`src/rtl/dice_roll_sequencer_if.sv`:
```
// Board-side bundle of the dice roller: button/die/random inputs and result/status outputs.
// The slave side is the sequencer; the master side drives the inputs.
interface dice_roll_sequencer_if #(
  parameter int RND_W = 8
) ();
  logic             roll_btn;
  logic [2:0]       die_sel;
  logic [RND_W-1:0] rnd_in;
  logic [4:0]       value;
  logic [3:0]       bcd_tens;
  logic [3:0]       bcd_ones;
  logic             busy;
  logic             result_valid;
  logic             done_pulse;

  modport master (
    output roll_btn, die_sel, rnd_in,
    input  value, bcd_tens, bcd_ones, busy, result_valid, done_pulse
  );

  modport slave (
    input  roll_btn, die_sel, rnd_in,
    output value, bcd_tens, bcd_ones, busy, result_valid, done_pulse
  );
endinterface

```
`src/rtl/dice_roll_sequencer.sv`:
```
// Die-roll controller: debounces the button, animates for a fixed number of ticks,
// then draws an unbiased face by rejection sampling and holds it in binary and BCD.
module dice_roll_sequencer #(
  parameter int RND_W      = 8,
  parameter int TICK_DIV   = 2500000,
  parameter int ROLL_STEPS = 12,
  parameter int DEBOUNCE   = 50000,
  parameter int MAX_REJECT = 8
) (
  input  logic                  clk,
  input  logic                  rst_n,
  dice_roll_sequencer_if.slave  bus
);

  localparam int TICK_W = (TICK_DIV > 1) ? $clog2(TICK_DIV) : 1;
  localparam int STEP_W = $clog2(ROLL_STEPS + 1);
  localparam int DB_W   = $clog2(DEBOUNCE + 1);
  localparam int REJ_W  = $clog2(MAX_REJECT + 1);

  typedef enum logic [1:0] {IDLE, ROLL, DRAW, SHOW} state_t;

  function automatic logic [9:0] die_decode(input logic [2:0] sel);
    case (sel)
      3'd0:    return {5'd4,  5'd3};
      3'd1:    return {5'd6,  5'd7};
      3'd2:    return {5'd8,  5'd7};
      3'd3:    return {5'd10, 5'd15};
      3'd4:    return {5'd12, 5'd15};
      default: return {5'd20, 5'd31};
    endcase
  endfunction

  // r < 2N always holds after masking, so one subtraction folds any sample into 1..N.
  function automatic logic [4:0] fold_face(input logic [4:0] r, input logic [4:0] n);
    return (r < n) ? r + 5'd1 : r - n + 5'd1;
  endfunction

  function automatic logic [3:0] tens_of(input logic [4:0] v);
    return (v >= 5'd20) ? 4'd2 : (v >= 5'd10) ? 4'd1 : 4'd0;
  endfunction

  function automatic logic [3:0] ones_of(input logic [4:0] v);
    return (v >= 5'd20) ? 4'(v - 5'd20) : (v >= 5'd10) ? 4'(v - 5'd10) : 4'(v);
  endfunction

  logic            btn_sync_p0, btn_sync_p1, btn_db, press_p2;
  logic [DB_W-1:0] db_cnt;

  state_t           state;
  logic [4:0]       n_q, mask_q, r, face;
  logic [TICK_W-1:0] tick_cnt;
  logic [STEP_W-1:0] step_cnt;
  logic [REJ_W-1:0]  rej_cnt;
  logic             tick_wrap, draw_done, load_face;

  // Stage p0/p1: synchronizer; stage p2: stability filter and press event
  always_ff @(posedge clk or negedge rst_n) begin
    if (!rst_n) begin
      btn_sync_p0 <= 1'b0;
      btn_sync_p1 <= 1'b0;
      btn_db      <= 1'b0;
      db_cnt      <= '0;
      press_p2    <= 1'b0;
    end else begin
      btn_sync_p0 <= bus.roll_btn;
      btn_sync_p1 <= btn_sync_p0;
      press_p2    <= 1'b0;
      if (btn_sync_p1 == btn_db) begin
        db_cnt <= '0;
      end else if (db_cnt == DB_W'(DEBOUNCE - 1)) begin
        btn_db   <= btn_sync_p1;
        db_cnt   <= '0;
        press_p2 <= btn_sync_p1;
      end else begin
        db_cnt <= db_cnt + 1'b1;
      end
    end
  end

  assign r         = bus.rnd_in[4:0] & mask_q;
  assign face      = fold_face(r, n_q);
  assign tick_wrap = (tick_cnt == TICK_W'(TICK_DIV - 1));
  // An accepted sample folds to r+1 as well, so DRAW always loads the folded face.
  assign draw_done = (r < n_q) || (rej_cnt == REJ_W'(MAX_REJECT - 1));
  assign load_face = ((state == ROLL) && tick_wrap) || ((state == DRAW) && draw_done);

  always_ff @(posedge clk or negedge rst_n) begin
    if (!rst_n) begin
      state            <= IDLE;
      n_q              <= '0;
      mask_q           <= '0;
      tick_cnt         <= '0;
      step_cnt         <= '0;
      rej_cnt          <= '0;
      bus.busy         <= 1'b0;
      bus.result_valid <= 1'b0;
      bus.done_pulse   <= 1'b0;
    end else begin
      bus.done_pulse <= 1'b0;
      case (state)
        IDLE, SHOW: begin
          if (press_p2) begin
            {n_q, mask_q}    <= die_decode(bus.die_sel);
            tick_cnt         <= '0;
            step_cnt         <= '0;
            rej_cnt          <= '0;
            bus.busy         <= 1'b1;
            bus.result_valid <= 1'b0;
            state            <= ROLL;
          end
        end
        ROLL: begin
          if (tick_wrap) begin
            tick_cnt <= '0;
            step_cnt <= step_cnt + 1'b1;
            if (step_cnt == STEP_W'(ROLL_STEPS - 1)) begin
              rej_cnt <= '0;
              state   <= DRAW;
            end
          end else begin
            tick_cnt <= tick_cnt + 1'b1;
          end
        end
        DRAW: begin
          if (draw_done) begin
            bus.busy         <= 1'b0;
            bus.result_valid <= 1'b1;
            bus.done_pulse   <= 1'b1;
            state            <= SHOW;
          end else begin
            rej_cnt <= rej_cnt + 1'b1;
          end
        end
        default: state <= IDLE;
      endcase
    end
  end

  always_ff @(posedge clk or negedge rst_n) begin
    if (!rst_n) begin
      bus.value    <= '0;
      bus.bcd_tens <= '0;
      bus.bcd_ones <= '0;
    end else if (load_face) begin
      bus.value    <= face;
      bus.bcd_tens <= tens_of(face);
      bus.bcd_ones <= ones_of(face);
    end
  end

endmodule

```
`src/flat_wrapper.sv`:
```
// flat-port wrapper written by rule: the top's interface ports become plain ports
module dice_roll_sequencer_flat 
#(
  parameter int RND_W      = 8,
  parameter int TICK_DIV   = 2500000,
  parameter int ROLL_STEPS = 12,
  parameter int DEBOUNCE   = 50000,
  parameter int MAX_REJECT = 8
)
  (clk, rst_n, bus_roll_btn, bus_die_sel, bus_rnd_in, bus_value, bus_bcd_tens, bus_bcd_ones, bus_busy, bus_result_valid, bus_done_pulse);
  dice_roll_sequencer_if #(.RND_W(RND_W)) bus_i ();
  input  logic clk;
  input  logic rst_n;
  input wire logic [$bits(bus_i.roll_btn)-1:0] bus_roll_btn;
  input wire logic [$bits(bus_i.die_sel)-1:0] bus_die_sel;
  input wire logic [$bits(bus_i.rnd_in)-1:0] bus_rnd_in;
  output wire logic [$bits(bus_i.value)-1:0] bus_value;
  output wire logic [$bits(bus_i.bcd_tens)-1:0] bus_bcd_tens;
  output wire logic [$bits(bus_i.bcd_ones)-1:0] bus_bcd_ones;
  output wire logic [$bits(bus_i.busy)-1:0] bus_busy;
  output wire logic [$bits(bus_i.result_valid)-1:0] bus_result_valid;
  output wire logic [$bits(bus_i.done_pulse)-1:0] bus_done_pulse;
  assign bus_i.roll_btn = bus_roll_btn;
  assign bus_i.die_sel = bus_die_sel;
  assign bus_i.rnd_in = bus_rnd_in;
  assign bus_value = bus_i.value;
  assign bus_bcd_tens = bus_i.bcd_tens;
  assign bus_bcd_ones = bus_i.bcd_ones;
  assign bus_busy = bus_i.busy;
  assign bus_result_valid = bus_i.result_valid;
  assign bus_done_pulse = bus_i.done_pulse;
  dice_roll_sequencer #(.RND_W(RND_W), .TICK_DIV(TICK_DIV), .ROLL_STEPS(ROLL_STEPS), .DEBOUNCE(DEBOUNCE), .MAX_REJECT(MAX_REJECT)) u_core (.clk(clk), .rst_n(rst_n), .bus(bus_i));
endmodule
```
`config.mk`:
```
export PLATFORM = sky130hd
export DESIGN_NAME = dice_roll_sequencer_flat
export DESIGN_NICKNAME = d
export VERILOG_FILES = /design/src/rtl/dice_roll_sequencer_if.sv /design/src/rtl/dice_roll_sequencer.sv /design/src/flat_wrapper.sv
export SDC_FILE = /design/constraint.sdc
export NUM_CORES = 1
export LEC_CHECK = 0
export CORE_UTILIZATION = 59
export DETAILED_ROUTE_END_ITERATION = 8
export GPL_TIMING_DRIVEN = 0
export PLACE_DENSITY = 0.83
export SLEW_MARGIN = 20
export SYNTH_ARGS = -nofsm -noshare
export SYNTH_HDL_FRONTEND = slang
export SYNTH_SLANG_ARGS = --single-unit
```
`constraint.sdc`:
```
create_clock -name clk -period 3.5 [get_ports clk]
set_input_delay 0.525 -clock clk [delete_from_list [all_inputs] [get_ports clk]]
set_output_delay 0.525 -clock clk [all_outputs]
set_load 0.05 [all_outputs]
```
==> impl_metrics.yaml <==
status:
  status: "finished with violations"
  violations: "design-rule violations"
placement:
  post_dp_cell_area_um2: 4330
  io_buffers: 24
  dp_cells: 511
  hpwl_um: 5430
  gp_congestion: 0.816
  pre_cts_ws_ps: -362
floorplanning:
  die_area_um2: 7050
  initial_core_util_pct: 61.7
  die_w_um: 83.9
  core_area_um2: 6420
  ios: 30
  die_y_um: 83.9
  rows: 29
cts:
  clkTransAtPathRegs_ps: 70
  cts_tree: "yes"
  insertion_delay_ps: 350
  h-tree-depth: 3
  cts_hold_buf: 0
  cts_sinks: 72
  cts_buffer_depth: 2
  numCtsBuffers: 9
  post_cts_buffers: 0
  cts_root_buffer: "clkbuf_8"
logic_synthesis:
  seq_area_frac_synth_pct: 45.5
  syn_area_um2: 3960
  yosys_warnings: 0
  syn_inst: 408
  syn_area_per_cell_um2: 9.71
  synthFlopType: "dfrtp_1"
  synth.distinct_cells: 56
  synth-async-reset-ratio_pct: 100
  synth_edf_count: 0
  synth-seq-cells: 72
route:
  vias: 3006
  drt_pass1_iterations: 6
  ant_nets: 0
  wl_um: 7570
  avgViaCountPerCell: 5.75
  drtIter0Drc: 198
  drc: 6
  routedWlPerCell_um: 14.5
power:
  peakVddDrop_mv: 0.226
  clkPwrFrac_pct: 38.6
  p_per_area_nw_per_um2: 351
  seqPwrFrac_pct: 53.1
  swShare_pct: 23.2
  power_leakage_nw: 2.13
  p_switching_mw: 0.369
  pwr-share-comb_pct: 8.4
  p_int_mw: 1.22
  total_power_mw: 1.59
worst_setup_path:
  critical_path_class: "input pin to flop"
  slowest_stage: "fa_1"
  crit_end: "u_core.bus.bcd_ones[1]$_DFFE_PN0P_"
  crit_path_max_incr_delay_ps: 530
  cp.arrival_ps: 3490
  reg2reg_slack_ps: 460
  critPathMaxFanout: 6
  ff2ff_path_depth: 12
  cp_cell_sequence: "clkdlybuf4s50_1, and2_1, buf_4, ha_1, inv_1, fa_1, mux2i_4, inv_1, ha_1, o32ai_4, mux2_4, xor2_1, a21oi_1"
  startpoint_type: "input pin"
  worstSetupEndpointType: "flop"
  timing.rr.end: "u_core.bus.bcd_ones[1]$_DFFE_PN0P_"
  worstReg2RegStart: "u_core.mask_q[2]$_DFFE_PN0P_"
  crit_start: "bus_rnd_in[2]"
  crit_required_ps: 3730
timing:
  setup-tns-final_ps: 0
  period_minus_slack_ps: 3250
  rsz0062_at_grt: "false"
  fin_skew_ps: 6.14
  drv_slew: 0
  setup_ws_ps: 247
  whs_ps: 38.0
  fmax_ghz: 0.307
  max-slew-margin-rel_pct: 61.3
  setup_viol: 0
  worstMarginPinSlew_ps: 577
  finalCritPeriodShare_pct: 93.0
  hold_viol_final: 0
global_routing:
  antenna_found_initial: 0
  grt-ovfl-total: 0
  grt_max_degree: 57
  track_usage_pct: 24.1
  grt_pass1_wl_um: 13400
  first_global_vias: 2992
final_layout:
  final_common_cell: "dfrtp_1"
  layout_common_cells: "72 x dfrtp_1, 60 x nor2_1, 46 x nand2_1"
  layout-area-overhead-vs-synth_pct: 14.1
  final_area_um2: 4520
  fin_cells: 523
  drive_above_1_share_pct: 11.0
  num-nets-final: 477
  antenna_cells: 0
  utilization_pct: 70.3
worst_hold_path:
  hold_class: "input pin to async pin"
run:
  max_cap_viol_count: 0
## worst max-delay path, delay by kind of cell
| family | cells | cell delay [ps] |
|---|---|---|
| xor+xnor | 1 | 140 |
| fa+ha+maj | 3 | 1070 |
| mux | 2 | 460 |
| simple gates | 1 | 150 |
| buf+inv | 4 | 730 |
| compound gates | 2 | 400 |
## Yosys cell counts, types with 2 or more instances
library cell | number | area share, %
xnor2_1 | 16 | 3.5
o31ai_1 | 5 | 0.95
nand4_1 | 7 | 1.1
nand2_1 | 46 | 4.4
nor3_1 | 9 | 1.1
a21oi_1 | 12 | 1.5
a211oi_1 | 2 | 0.38
a22o_1 | 8 | 1.8
nor2_1 | 60 | 5.7
and2_1 | 4 | 0.63
a21o_1 | 3 | 0.57
xor2_1 | 22 | 4.9
o21ai_0 | 21 | 2.7
and3_1 | 11 | 1.7
mux2i_1 | 3 | 0.76
buf_4 | 5 | 0.95
buf_2 | 3 | 0.38
nor2b_1 | 3 | 0.47
dfrtp_1 | 72 | 45
and4_1 | 2 | 0.44
clkbuf_1 | 3 | 0.28
mux2_2 | 6 | 1.7
inv_1 | 15 | 1.4
fa_1 | 2 | 1.0
nand2b_1 | 6 | 0.95
nor4b_1 | 2 | 0.44
nand3_1 | 15 | 1.9
ha_1 | 17 | 5.4
## layer usage
layer,vias up,wire length [um],global-route usage (%)
li1,1465,-,-
met1,1474,3500,30.9
met2,53,3660,39.3
met3,14,238,5.44
met4,0,169,10.3
met5,-,0,0
## final cells by class
cell class	count	area [um^2]
buffer	10	60.1
clock buffer	13	179
fill	472	1900
inverter	16	60.1
multi-input combinational	310	2060
sequential	72	1800
tap	77	96.3
timing repair buffer	25	265
## repair_timing
item                                    4_1_cts  5_1_grt
pin swaps                                     0        0
cloned                                        0        0
gates resized for setup                       1        2
endpoints found under the setup margin        1        4
hold endpoints to repair                      0        0
## how the worst min path moves through the flow
| stage | end | slack, ps | cells past startpoint |
|---|---|---|---|
| final | u_core.mask_q[2]$_DFFE_PN0P_ | 40 | 1 |
| after floorplan | u_core.btn_db$_DFFE_PN0P_ | 230 | 0 |
| after detailed placement | u_core.btn_sync_p1$_DFF_PN0_ | 340 | 0 |
| after CTS | u_core.mask_q[2]$_DFFE_PN0P_ | 40 | 1 |
| after global routing | u_core.mask_q[2]$_DFFE_PN0P_ | 50 | 1 |
| after global placement | u_core.btn_sync_p1$_DFF_PN0_ | 330 | 0 |
## kinds of logic (layout without fill, tap and decap cells)
| group | after synthesis | count (layout) | share of synthesized area [%] |
|---|---|---|---|
| flip-flops | 72 | 72 | 45.5 |
| XOR/XNOR | 38 | 38 | 8.40 |
| AND/OR/NAND/NOR | 178 | 178 | 21.7 |
| adder cells (fa/ha/maj) | 19 | 19 | 6.38 |
| other | 1 | 2 | 0.0947 |
| multiplexers | 10 | 10 | 2.84 |
| buffers and inverters | 27 | 64 | 3.13 |
| AO/OA/AOI/OAI | 63 | 63 | 12.0 |
## power groups by stage
stage,sequential [mW],combinational [mW],clock (mW)
after floorplan,0.857,0.0819,0
after global placement,0.857,0.123,0
after detailed placement,0.858,0.131,0
after CTS,0.842,0.132,0.621
after global routing,0.842,0.149,0.661
final,0.842,0.133,0.612
## state kept, by name (all words and copies together) (netlist names)
signal and count:
u_core.btn_sync_p0 1, u_core.db_cnt 16, u_core.tick_cnt 22, u_core.rej_cnt 4
u_core.btn_sync_p1 1, u_core.btn_db 1, u_core.press_p2 1, u_core.n_q 4
u_core.bus.bcd_ones 4, u_core.bus.result_valid 1, u_core.mask_q 3, u_core.bus.bcd_tens 2
u_core.step_cnt 4, u_core.bus.value 4, u_core.state 2, u_core.bus.done_pulse 1
u_core.bus.busy 1
Note: power is estimated with default switching activity, not from simulation.
